File: src/rtl/mips_mc_ctrl_pkg.sv
// Shared definitions for the multi-cycle MIPS control unit: opcode/funct
// constants, datapath select encodings, FSM state and instruction class.
package mips_mc_ctrl_pkg;

    // Primary opcodes (Instruction[31:26])
    localparam logic [5:0] OP_RTYPE = 6'b000000;
    localparam logic [5:0] OP_J     = 6'b000010;
    localparam logic [5:0] OP_BEQ   = 6'b000100;
    localparam logic [5:0] OP_ORI   = 6'b001101;
    localparam logic [5:0] OP_LUI   = 6'b001111;
    localparam logic [5:0] OP_LW    = 6'b100011;
    localparam logic [5:0] OP_SW    = 6'b101011;

    // R-type function codes (Instruction[5:0])
    localparam logic [5:0] FN_ADDU  = 6'b100001;
    localparam logic [5:0] FN_SUBU  = 6'b100011;

    // ExtOp encodings
    localparam logic [1:0] EXT_ZERO  = 2'b00;
    localparam logic [1:0] EXT_SIGN  = 2'b01;
    localparam logic [1:0] EXT_UPPER = 2'b10;

    // ALUctr encodings (2'b11 reserved)
    localparam logic [1:0] ALU_ADD = 2'b00;
    localparam logic [1:0] ALU_SUB = 2'b01;
    localparam logic [1:0] ALU_OR  = 2'b10;

    // nPC_sel encodings
    localparam logic [1:0] NPC_SEQ = 2'b00;
    localparam logic [1:0] NPC_BEQ = 2'b01;

    typedef enum logic [2:0] {
        ST_IF  = 3'd0,
        ST_ID  = 3'd1,
        ST_EX  = 3'd2,
        ST_MEM = 3'd3,
        ST_WB  = 3'd4
    } state_e;

    // Instruction class: selects the path through the FSM.
    typedef enum logic [2:0] {
        CLS_ILL = 3'd0,
        CLS_ALU = 3'd1,
        CLS_LW  = 3'd2,
        CLS_SW  = 3'd3,
        CLS_BEQ = 3'd4,
        CLS_J   = 3'd5
    } cls_e;

    // Datapath select word; held stable from ID through commit.
    typedef struct packed {
        logic       reg_dst;
        logic [1:0] ext_op;
        logic [1:0] npc_sel;
        logic [1:0] alu_ctr;
        logic       mem_to_reg;
        logic       alu_src;
        logic       j_sel;
    } ctrl_t;

    localparam ctrl_t CTRL_NONE = '0;

endpackage

File: src/rtl/mips_mc_ctrl_decode.sv
// Combinational op/funct decode into the datapath select word and the
// instruction class that steers the sequencing FSM. Anything not in the
// supported set decodes as illegal with an all-zero select word, so it
// commits as a plain PC+4 NOP.
module mips_decode
    import mips_mc_ctrl_pkg::*;
(
    input  logic [5:0] op_i,
    input  logic [5:0] funct_i,
    output ctrl_t      ctrl_o,
    output cls_e       cls_o
);

    // Opcode/funct to control word and class.
    always_comb begin
        ctrl_o = CTRL_NONE;
        cls_o  = CLS_ILL;
        case (op_i)
            OP_RTYPE: begin
                if (funct_i == FN_ADDU || funct_i == FN_SUBU) begin
                    cls_o          = CLS_ALU;
                    ctrl_o.reg_dst = 1'b1;
                    ctrl_o.ext_op  = EXT_ZERO;
                    ctrl_o.alu_ctr = (funct_i == FN_SUBU) ? ALU_SUB : ALU_ADD;
                    ctrl_o.alu_src = 1'b0;
                end
            end
            OP_ORI: begin
                cls_o          = CLS_ALU;
                ctrl_o.ext_op  = EXT_ZERO;
                ctrl_o.alu_ctr = ALU_OR;
                ctrl_o.alu_src = 1'b1;
            end
            OP_LUI: begin
                // rs is $0 for lui, so rs + (imm<<16) yields the upper immediate.
                cls_o          = CLS_ALU;
                ctrl_o.ext_op  = EXT_UPPER;
                ctrl_o.alu_ctr = ALU_ADD;
                ctrl_o.alu_src = 1'b1;
            end
            OP_LW: begin
                cls_o             = CLS_LW;
                ctrl_o.ext_op     = EXT_SIGN;
                ctrl_o.alu_ctr    = ALU_ADD;
                ctrl_o.alu_src    = 1'b1;
                ctrl_o.mem_to_reg = 1'b1;
            end
            OP_SW: begin
                cls_o          = CLS_SW;
                ctrl_o.ext_op  = EXT_SIGN;
                ctrl_o.alu_ctr = ALU_ADD;
                ctrl_o.alu_src = 1'b1;
            end
            OP_BEQ: begin
                cls_o          = CLS_BEQ;
                ctrl_o.ext_op  = EXT_SIGN;
                ctrl_o.npc_sel = NPC_BEQ;
                ctrl_o.alu_ctr = ALU_SUB;
            end
            OP_J: begin
                cls_o        = CLS_J;
                ctrl_o.j_sel = 1'b1;
            end
            default: begin
                cls_o  = CLS_ILL;
                ctrl_o = CTRL_NONE;
            end
        endcase
    end

endmodule

File: src/rtl/mips_mc_ctrl.sv
// Multi-cycle control unit for mips_dp. Latches op/funct from Instruction
// in IF, then sequences ID/EX/MEM/WB and raises RegWr, MemWr and pc_en only
// in the commit cycle. Optional performance counters are built when the
// CTRL_PERF_EN macro is defined; otherwise cyc_cnt/instr_cnt read 0.
//
// state | meaning
// ------+--------------------------------------------------------------
// IF    | capture op/funct from Instruction, all outputs 0
// ID    | selects valid; j and illegal commit here
// EX    | beq commits here; lw/sw go to MEM, ALU ops to WB
// MEM   | wait for mem_rdy; sw commits on mem_rdy, lw goes to WB
// WB    | register write-back commit
module mips_mc_ctrl
    import mips_mc_ctrl_pkg::*;
#(
    parameter int CNT_W = 32
) (
    input  logic             clk,
    input  logic             rst,
    input  logic [31:0]      Instruction,
    input  logic             mem_rdy,
    output logic             RegDst,
    output logic             RegWr,
    output logic [1:0]       ExtOp,
    output logic [1:0]       nPC_sel,
    output logic [1:0]       ALUctr,
    output logic             MemtoReg,
    output logic             MemWr,
    output logic             ALUSrc,
    output logic             j_sel,
    output logic             pc_en,
    output logic             illegal,
    output logic [CNT_W-1:0] cyc_cnt,
    output logic [CNT_W-1:0] instr_cnt
);

    state_e     state_q, state_d;
    logic [5:0] op_q, op_d;
    logic [5:0] funct_q, funct_d;
    ctrl_t      ctrl;
    cls_e       cls;

    // Only the opcode and funct fields influence control.
    logic unused_instr;
    assign unused_instr = ^Instruction[25:6];

    mips_decode u_decode (
        .op_i    (op_q),
        .funct_i (funct_q),
        .ctrl_o  (ctrl),
        .cls_o   (cls)
    );

    // State register.
    always_ff @(posedge clk) begin
        if (!rst) begin
            state_q <= ST_IF;
        end else begin
            state_q <= state_d;
        end
    end

    // Decode register: Instruction is only looked at while in IF.
    always_comb begin
        op_d    = op_q;
        funct_d = funct_q;
        if (state_q == ST_IF) begin
            op_d    = Instruction[31:26];
            funct_d = Instruction[5:0];
        end
    end

    // Decode register update.
    always_ff @(posedge clk) begin
        if (!rst) begin
            op_q    <= '0;
            funct_q <= '0;
        end else begin
            op_q    <= op_d;
            funct_q <= funct_d;
        end
    end

    // Next-state logic.
    always_comb begin
        state_d = state_q;
        case (state_q)
            ST_IF: state_d = ST_ID;
            ST_ID: begin
                if (cls == CLS_J || cls == CLS_ILL) begin
                    state_d = ST_IF;
                end else begin
                    state_d = ST_EX;
                end
            end
            ST_EX: begin
                if (cls == CLS_BEQ) begin
                    state_d = ST_IF;
                end else if (cls == CLS_LW || cls == CLS_SW) begin
                    state_d = ST_MEM;
                end else begin
                    state_d = ST_WB;
                end
            end
            ST_MEM: begin
                if (mem_rdy) begin
                    state_d = (cls == CLS_SW) ? ST_IF : ST_WB;
                end
            end
            ST_WB:   state_d = ST_IF;
            default: state_d = ST_IF;
        endcase
    end

    // Outputs: selects from the decode register outside IF, strobes only in
    // the commit cycle. The MEM commit is the one path gated by mem_rdy.
    always_comb begin
        RegDst   = 1'b0;
        ExtOp    = 2'b00;
        nPC_sel  = 2'b00;
        ALUctr   = 2'b00;
        MemtoReg = 1'b0;
        ALUSrc   = 1'b0;
        j_sel    = 1'b0;
        RegWr    = 1'b0;
        MemWr    = 1'b0;
        pc_en    = 1'b0;
        illegal  = 1'b0;
        if (state_q != ST_IF) begin
            RegDst   = ctrl.reg_dst;
            ExtOp    = ctrl.ext_op;
            nPC_sel  = ctrl.npc_sel;
            ALUctr   = ctrl.alu_ctr;
            MemtoReg = ctrl.mem_to_reg;
            ALUSrc   = ctrl.alu_src;
            j_sel    = ctrl.j_sel;
        end
        case (state_q)
            ST_ID: begin
                illegal = (cls == CLS_ILL);
                pc_en   = (cls == CLS_J) || (cls == CLS_ILL);
            end
            ST_EX: begin
                pc_en = (cls == CLS_BEQ);
            end
            ST_MEM: begin
                if (cls == CLS_SW && mem_rdy) begin
                    MemWr = 1'b1;
                    pc_en = 1'b1;
                end
            end
            ST_WB: begin
                RegWr = 1'b1;
                pc_en = 1'b1;
            end
            default: ;
        endcase
    end

`ifdef CTRL_PERF_EN
    localparam logic [CNT_W-1:0] CNT_ONE = {{(CNT_W-1){1'b0}}, 1'b1};

    logic [CNT_W-1:0] cyc_cnt_q, cyc_cnt_d;
    logic [CNT_W-1:0] instr_cnt_q, instr_cnt_d;

    // Counter increments; both wrap naturally.
    always_comb begin
        cyc_cnt_d   = cyc_cnt_q + CNT_ONE;
        instr_cnt_d = instr_cnt_q;
        if (pc_en) begin
            instr_cnt_d = instr_cnt_q + CNT_ONE;
        end
    end

    // Counter registers.
    always_ff @(posedge clk) begin
        if (!rst) begin
            cyc_cnt_q   <= '0;
            instr_cnt_q <= '0;
        end else begin
            cyc_cnt_q   <= cyc_cnt_d;
            instr_cnt_q <= instr_cnt_d;
        end
    end

    assign cyc_cnt   = cyc_cnt_q;
    assign instr_cnt = instr_cnt_q;
`else
    assign cyc_cnt   = '0;
    assign instr_cnt = '0;
`endif

endmodule

File: config.mk
export PLATFORM = sky130hd
export DESIGN_NAME = mips_mc_ctrl
export DESIGN_NICKNAME = d
export VERILOG_FILES = /design/src/rtl/mips_mc_ctrl_pkg.sv /design/src/rtl/mips_mc_ctrl_decode.sv /design/src/rtl/mips_mc_ctrl.sv
export SDC_FILE = /design/constraint.sdc
export NUM_CORES = 1
export LEC_CHECK = 0
export CAP_MARGIN = 20
export CORE_UTILIZATION = 28
export CTS_CLUSTER_DIAMETER = 50
export CTS_CLUSTER_SIZE = 20
export DETAILED_ROUTE_END_ITERATION = 6
export HOLD_SLACK_MARGIN = 0.1
export PLACE_DENSITY = 0.83
export SLEW_MARGIN = 20
export SYNTH_ARGS = -nofsm -noshare
export SYNTH_HDL_FRONTEND = slang
export SYNTH_HIERARCHICAL = 1
export SYNTH_SLANG_ARGS = --single-unit
File: constraint.sdc
create_clock -name clk -period 2.1 [get_ports clk]
set_input_delay 0.525 -clock clk [delete_from_list [all_inputs] [get_ports clk]]
set_output_delay 0.525 -clock clk [all_outputs]
set_load 0.1 [all_outputs]
After elaboration in Yosys (flattened, before gate mapping)
Cells that the tools add are included.
{"block": "totals", "ff_bits": 15, "latchBits": 0, "mem_bits_rw": 0, "mem_bits_ro": 0, "out_inout_bits": 78, "elab_cells": 61, "n_memories": 0}
{"block": "classes", "addsub": 0, "n_mul": 0, "n_div": 0, "order_cmp": 0, "n_eq_ne": 17, "n_shift": 0, "mux": 30, "bitwise": 0, "reduce_logical": 11}
{"operator": "6-bit equality test, second input constant", "n": 4}
{"operator": "3-bit one-hot mux with 6 select lines", "n": 1}
{"operator": "1-bit two-way mux", "n": 15}
{"operator": "3-bit two-way mux", "n": 5}
{"operator": "3-bit by 2-bit equality test with 1-bit output, second input constant", "n": 4}
{"operator": "6-bit by 4-bit equality test with 1-bit output, second input constant", "n": 2}
{"operator": "2-bit one-hot mux with 3 select lines", "n": 2}
{"operator": "3-bit one-hot mux with 4 select lines", "n": 1}
{"operator": "2-bit two-way mux", "n": 5}
{"operator": "3-bit equality test, second input constant", "n": 3}
{"operator": "6-bit by 2-bit equality test with 1-bit output, second input constant", "n": 1}
{"operator": "6-bit by 3-bit equality test with 1-bit output, second input constant", "n": 1}
{"operator": "3-bit logical NOT", "n": 2}
{"operator": "6-bit logical NOT", "n": 1}
{"operator": "1-bit one-hot mux with 4 select lines", "n": 1}
{"operator": "4-bit OR reduction", "n": 1}
{"operator": "3-bit by 1-bit equality test with 1-bit output, second input constant", "n": 1}
{"operator": "1-bit logical OR", "n": 3}
{"operator": "3-bit nonzero test", "n": 1}
{"operator": "3-bit OR reduction", "n": 1}
{"operator": "2-bit inequality test, second input constant", "n": 1}
{"operator": "2-bit OR reduction", "n": 1}
{"operator": "1-bit logical AND", "n": 1}

Longest topological paths before layout
{"block": "depth", "word_depth": 9, "depth_mapped": 7, "mapped_depth_nobuf": 6}

Modules after synthesis
Netlist, hierarchy kept.
{"module": "mips_mc_ctrl", "n_inst": 1, "cells_each": 159, "area_per_inst_um2": 1300.0, "seq_area_each_um2": 300.3}
{"module": "mips_decode", "n_inst": 1, "cells_each": 34, "area_per_inst_um2": 220.2, "seq_area_each_um2": 0.0}

Worst setup path after synthesis
No wires, ideal clock.
{"block": "synth_timing", "kind": "reg-to-output", "start": "register state_q[0]", "end": "output port pc_en", "t_arrival_ns": 3.641, "t_required_ns": 1.575, "slack_ns": -2.066, "stages_incl_launch_ff": 5, "path_buffers": 1, "path_cell_list": "dfxtp_1 buf_2 nor3b_1 a21oi_1 nand3b_1"}
{"block": "synth_between", "elab_chain_len": 2, "word_cells_on_any_way": 5, "classes_between": "eq/ne: 4; mux: 1"}
{"item": "from (decl)", "line": "mips_mc_ctrl.sv:37", "source": "state_e state_q, state_d;"}
{"item": "from (signal assigned)", "line": "mips_mc_ctrl.sv:59", "source": "state_q <= state_d;"}
{"item": "3-bit equality test (tied with other cells)", "line": "mips_mc_ctrl.sv:138", "source": "case (state_q)"}
{"item": "1-bit one-hot mux with 4 select lines (*)", "line": "mips_mc_ctrl.sv:138"}
{"item": "to (decl)", "line": "mips_mc_ctrl.sv:31", "source": "output logic pc_en,"}
Every way passes the cells marked *; elsewhere a longest branch is shown, timed or not.

Worst setup path in the final report
{"block": "layout_timing", "start": "register op_q[5]", "end": "output port pc_en"}
{"block": "layout_between", "elab_chain_len": 7, "word_cells_on_any_way": 17, "classes_between": "eq/ne: 9; mux: 3; reduce/logical: 5"}
{"item": "from (decl)", "line": "mips_mc_ctrl.sv:38", "source": "logic [5:0] op_q, op_d;"}
{"item": "from (signal assigned)", "line": "mips_mc_ctrl.sv:79", "source": "op_q <= op_d;"}
{"item": "6-bit by 4-bit equality test with 1-bit output", "line": "mips_mc_ctrl_decode.sv:18", "source": "case (op_i)"}
{"item": "2-bit OR reduction (no line)"}
{"item": "3-bit one-hot mux with 6 select lines (*)", "line": "mips_mc_ctrl_decode.sv:18"}
{"item": "named net cls[0]", "line": "mips_mc_ctrl.sv:41", "source": "cls_e cls;"}
{"item": "3-bit by 2-bit equality test with 1-bit output", "line": "mips_mc_ctrl.sv:147", "source": "if (cls == CLS_SW && mem_rdy) begin"}
{"item": "1-bit logical AND", "line": "mips_mc_ctrl.sv:147"}
{"item": "1-bit two-way mux", "line": "mips_mc_ctrl.sv:147"}
{"item": "1-bit one-hot mux with 4 select lines (*)", "line": "mips_mc_ctrl.sv:138"}
Mark *: on every way through the listed nets, which the timed path passes. The rest lies on a longest branch.

==> results.md <==
- Die Span Y: around 76 um
- Hold_ws: 455.1 ps
- Synth top cells by count: 66 x buf_4, 28 x nand2_1, 15 x dfxtp_1
- Final setup viols: 8
- Worst EP required: about 1600 ps
- Total Nets Final: about 280
- Worst-path fanout max: 6
- Residual DRC: 0
- Root buffer cell: clkbuf_8
- Fill cells: between 500 and 600
- CTS clock-pin slew for the worst setup and hold paths: ~60 ps
- Reg2Reg Setup Slack: 310 ps
- Crit path kind: reg -> out
- EDFF count, synth: 0
- Highest-delay cell along the critical path: or3b_4
- Critical Path, Cell by Cell: nand3b_1, or3b_4, nand3b_1, xor2_1, or4_1, nand3b_1, buf_12
- Failing checks: setup timing
- Post-synthesis sequential area ratio: 0.1975
- Footprint of the multi-input gates: ~990 sq um
- Max clock buf depth: 2
- DR WL met3: 126 um
- H-tree depth: 1
- Layout cell share with drive strength beyond 1: 0.3416
- Final min period: around 2700 ps
- CP endpoint kind: primary output
- FFs w/ async S/R, synth: 0
- Fin. max-slew vios: 0
- Commonest register cell after synthesis: dfxtp_1
- Max-cap check violation count: 0
- Dpl cells: about 300
- Netlist Area Pre-Place: around 1500 sq um
- Max VDD drop: around 330 uV
- Initial drt markers: 29
- N_diodes: 0
- Initial antenna violation count: 0
- Largest net degree at the start of global routing: 13
- Initial core utilization: 0.2939
- FF+latch area: 319.1 sq um
- Worst Skew: ~2.8 ps
- # port buffers: 27
- DR vias/cell: about 3.8
- Routed WL: roughly 2900 um
- Netlist cell types: 38
- TritonCTS Buffers: 3
- RSZ-0062 raised after global routing: true
- CP startpoint kind: flop
- Gpl congestion: about 0.78
- Global-route wire length before repair: 4443 um
- Yosys warnings: 6
- Hpwl dp: roughly 2100 um
- CP max stage delay: 420 ps
- Wire length on met2: ~1500 um
- Largest cells by area after synthesis: buf_4 33%, dfxtp_1 20%, nand2_1 6.9%, and2_4 5.8%, a21boi_1 4.9%
- Top cell by count, worst path: nand3b_1
- CTS hold repair buffers: 0
- DP Worst Slack: -477.5 ps
- GRT overflow: 0
- Leakage power: around 0.00097 uW
- Area growth syn-to-layout: 38.19%
- Final-report hold violation count: 0
- Core Footprint: ~5200 sq um
- Total negative slack: -2540 ps
- Detail Route Antenna Nets: 0
- Pwr Density: approximately 720 nW/um^2
- Worst-Skew Late Latency: 240 ps
- Die ar.: 5728 sq um
- Status: finished with violations
- Post-Layout Cell Count: ~310
- FMAX: 365.6 MHz
- Die X: about 76 um
- Hold crit path type: reg -> reg
- Vias post-DR: approximately 1200
- CTS tree: done
- Tcrit/Tclk final: 1.302
- Most numerous cell in the Yosys netlist: buf_4
- Num rows: 26
- PnR worst setup slack: -634.9 ps
- Wl on met1: between 1000 and 1500 um
- Number of global-route vias before repair: 1081
- Worst path arrival time: approximately 2200 ps
- Post-synth top area share: 0.3259
- Top sig layer: met4
- Clock sink count: 15
- IO Pins: 113
- Area leader, netlist: buf_4
- GRT Total Usage: 0.1013
- Mapped Avg Cell Area: between 7 and 8 sq um
- FF+latch count, synth: 15
- DRT Pass-1 Iters: 4
- Post-Syn Instances: just under 200
- Layout Utilization: 0.4061
- Routed wire length per instance: 9.262 um
==> path summary, 6_finish.rpt <==
kind / startpoint / endpoint / cells after the start
worst max register to register: op_q[5]$_SDFFE_PN0P_ / state_q[2]$_SDFFE_PN0P_ / 7
worst min-delay path: funct_q[4]$_SDFFE_PN0P_ / funct_q[4]$_SDFFE_PN0P_ / 2
worst min register to register: funct_q[4]$_SDFFE_PN0P_ / funct_q[4]$_SDFFE_PN0P_ / 2
worst max-delay path: op_q[5]$_SDFFE_PN0P_ / pc_en / 7
==> registers in the layout, summed over array words and instances, names as in the netlist <==
signal,count
state_q,3
op_q,6
funct_q,6
==> cells in the final DEF (no fill, tap or decap), types with 2 or more instances in the layout <==
cell type,netlist,routed
conb_1,2,65
nand2b_1,3,3
dfxtp_2,0,3
nor2_2,2,3
nor3b_1,3,2
nor4_4,0,2
nor2b_1,3,2
dfxtp_1,15,8
clkbuf_8,0,3
a21boi_0,4,3
nand2_2,0,2
clkdlybuf4s50_1,0,14
nand2_1,28,26
nor3_4,1,2
and2_4,10,10
a21oi_1,2,2
buf_6,4,9
dfxtp_4,0,4
buf_4,66,18
o211ai_1,2,2
nor3_1,3,2
nand3b_1,6,6
a21boi_1,10,10
inv_1,5,4
buf_12,0,13
==> kinds of logic after synthesis <==
family / synth area share
flops: 0.1975
compound gates: 0.1054
other cells: 0.004940
xor+xnor: 0.005762
simple gates: 0.3128
buf+inv: 0.3737
==> layer usage <==
layer	track usage	vias to the layer above
met1	0.1140	546
met5	0	-
met2	0.1756	51
met4	0.07202	0
met3	0.01455	6
li1	-	600
==> through the flow <==
| step | cell area (sq um) | total power (uW) |
|---|---|---|
| floorplan | 1783 | 1194 |
| global placement | 1879 | 1219 |
| detailed placement | 1879 | 1228 |
| CTS | 1992 | 1478 |
| global route | 2101 | 1571 |
| finish | 2101 | 1503 |
==> power breakdown <==
group / total (uW) / switching (uW) / internal (uW)
registers: 351 / 38.5 / 313
logic: 924 / 725 / 199
clock network: 227 / 92.8 / 134
total: 1500 / 856 / 646
==> cell type report <==
cell class | count | area share
clock buffer | 4 | 0.02144
sequential | 15 | 0.1519
inverter | 5 | 0.008934
tap | 70 | 0.04169
multi-input combinational | 165 | 0.4729
timing repair buffer | 54 | 0.3032
==> worst max-delay path: cells and delay by family (launching register included) <==
family | cells | cell delay (ps)
buf+inv | 1 | 190
simple gates | 5 | 1310
xor+xnor | 1 | 100
flops | 1 | 370
==> timing repair <==
| action | 4_1_cts | 5_1_grt |
|---|---|---|
| setup buffers | 2 | 7 |
| pin swaps | 8 | 3 |
| resized for setup | 19 | 16 |
| gates cloned | 1 | 0 |
| setup endpoints to repair | 12 | 12 |
(Power assumes the default switching activity.)
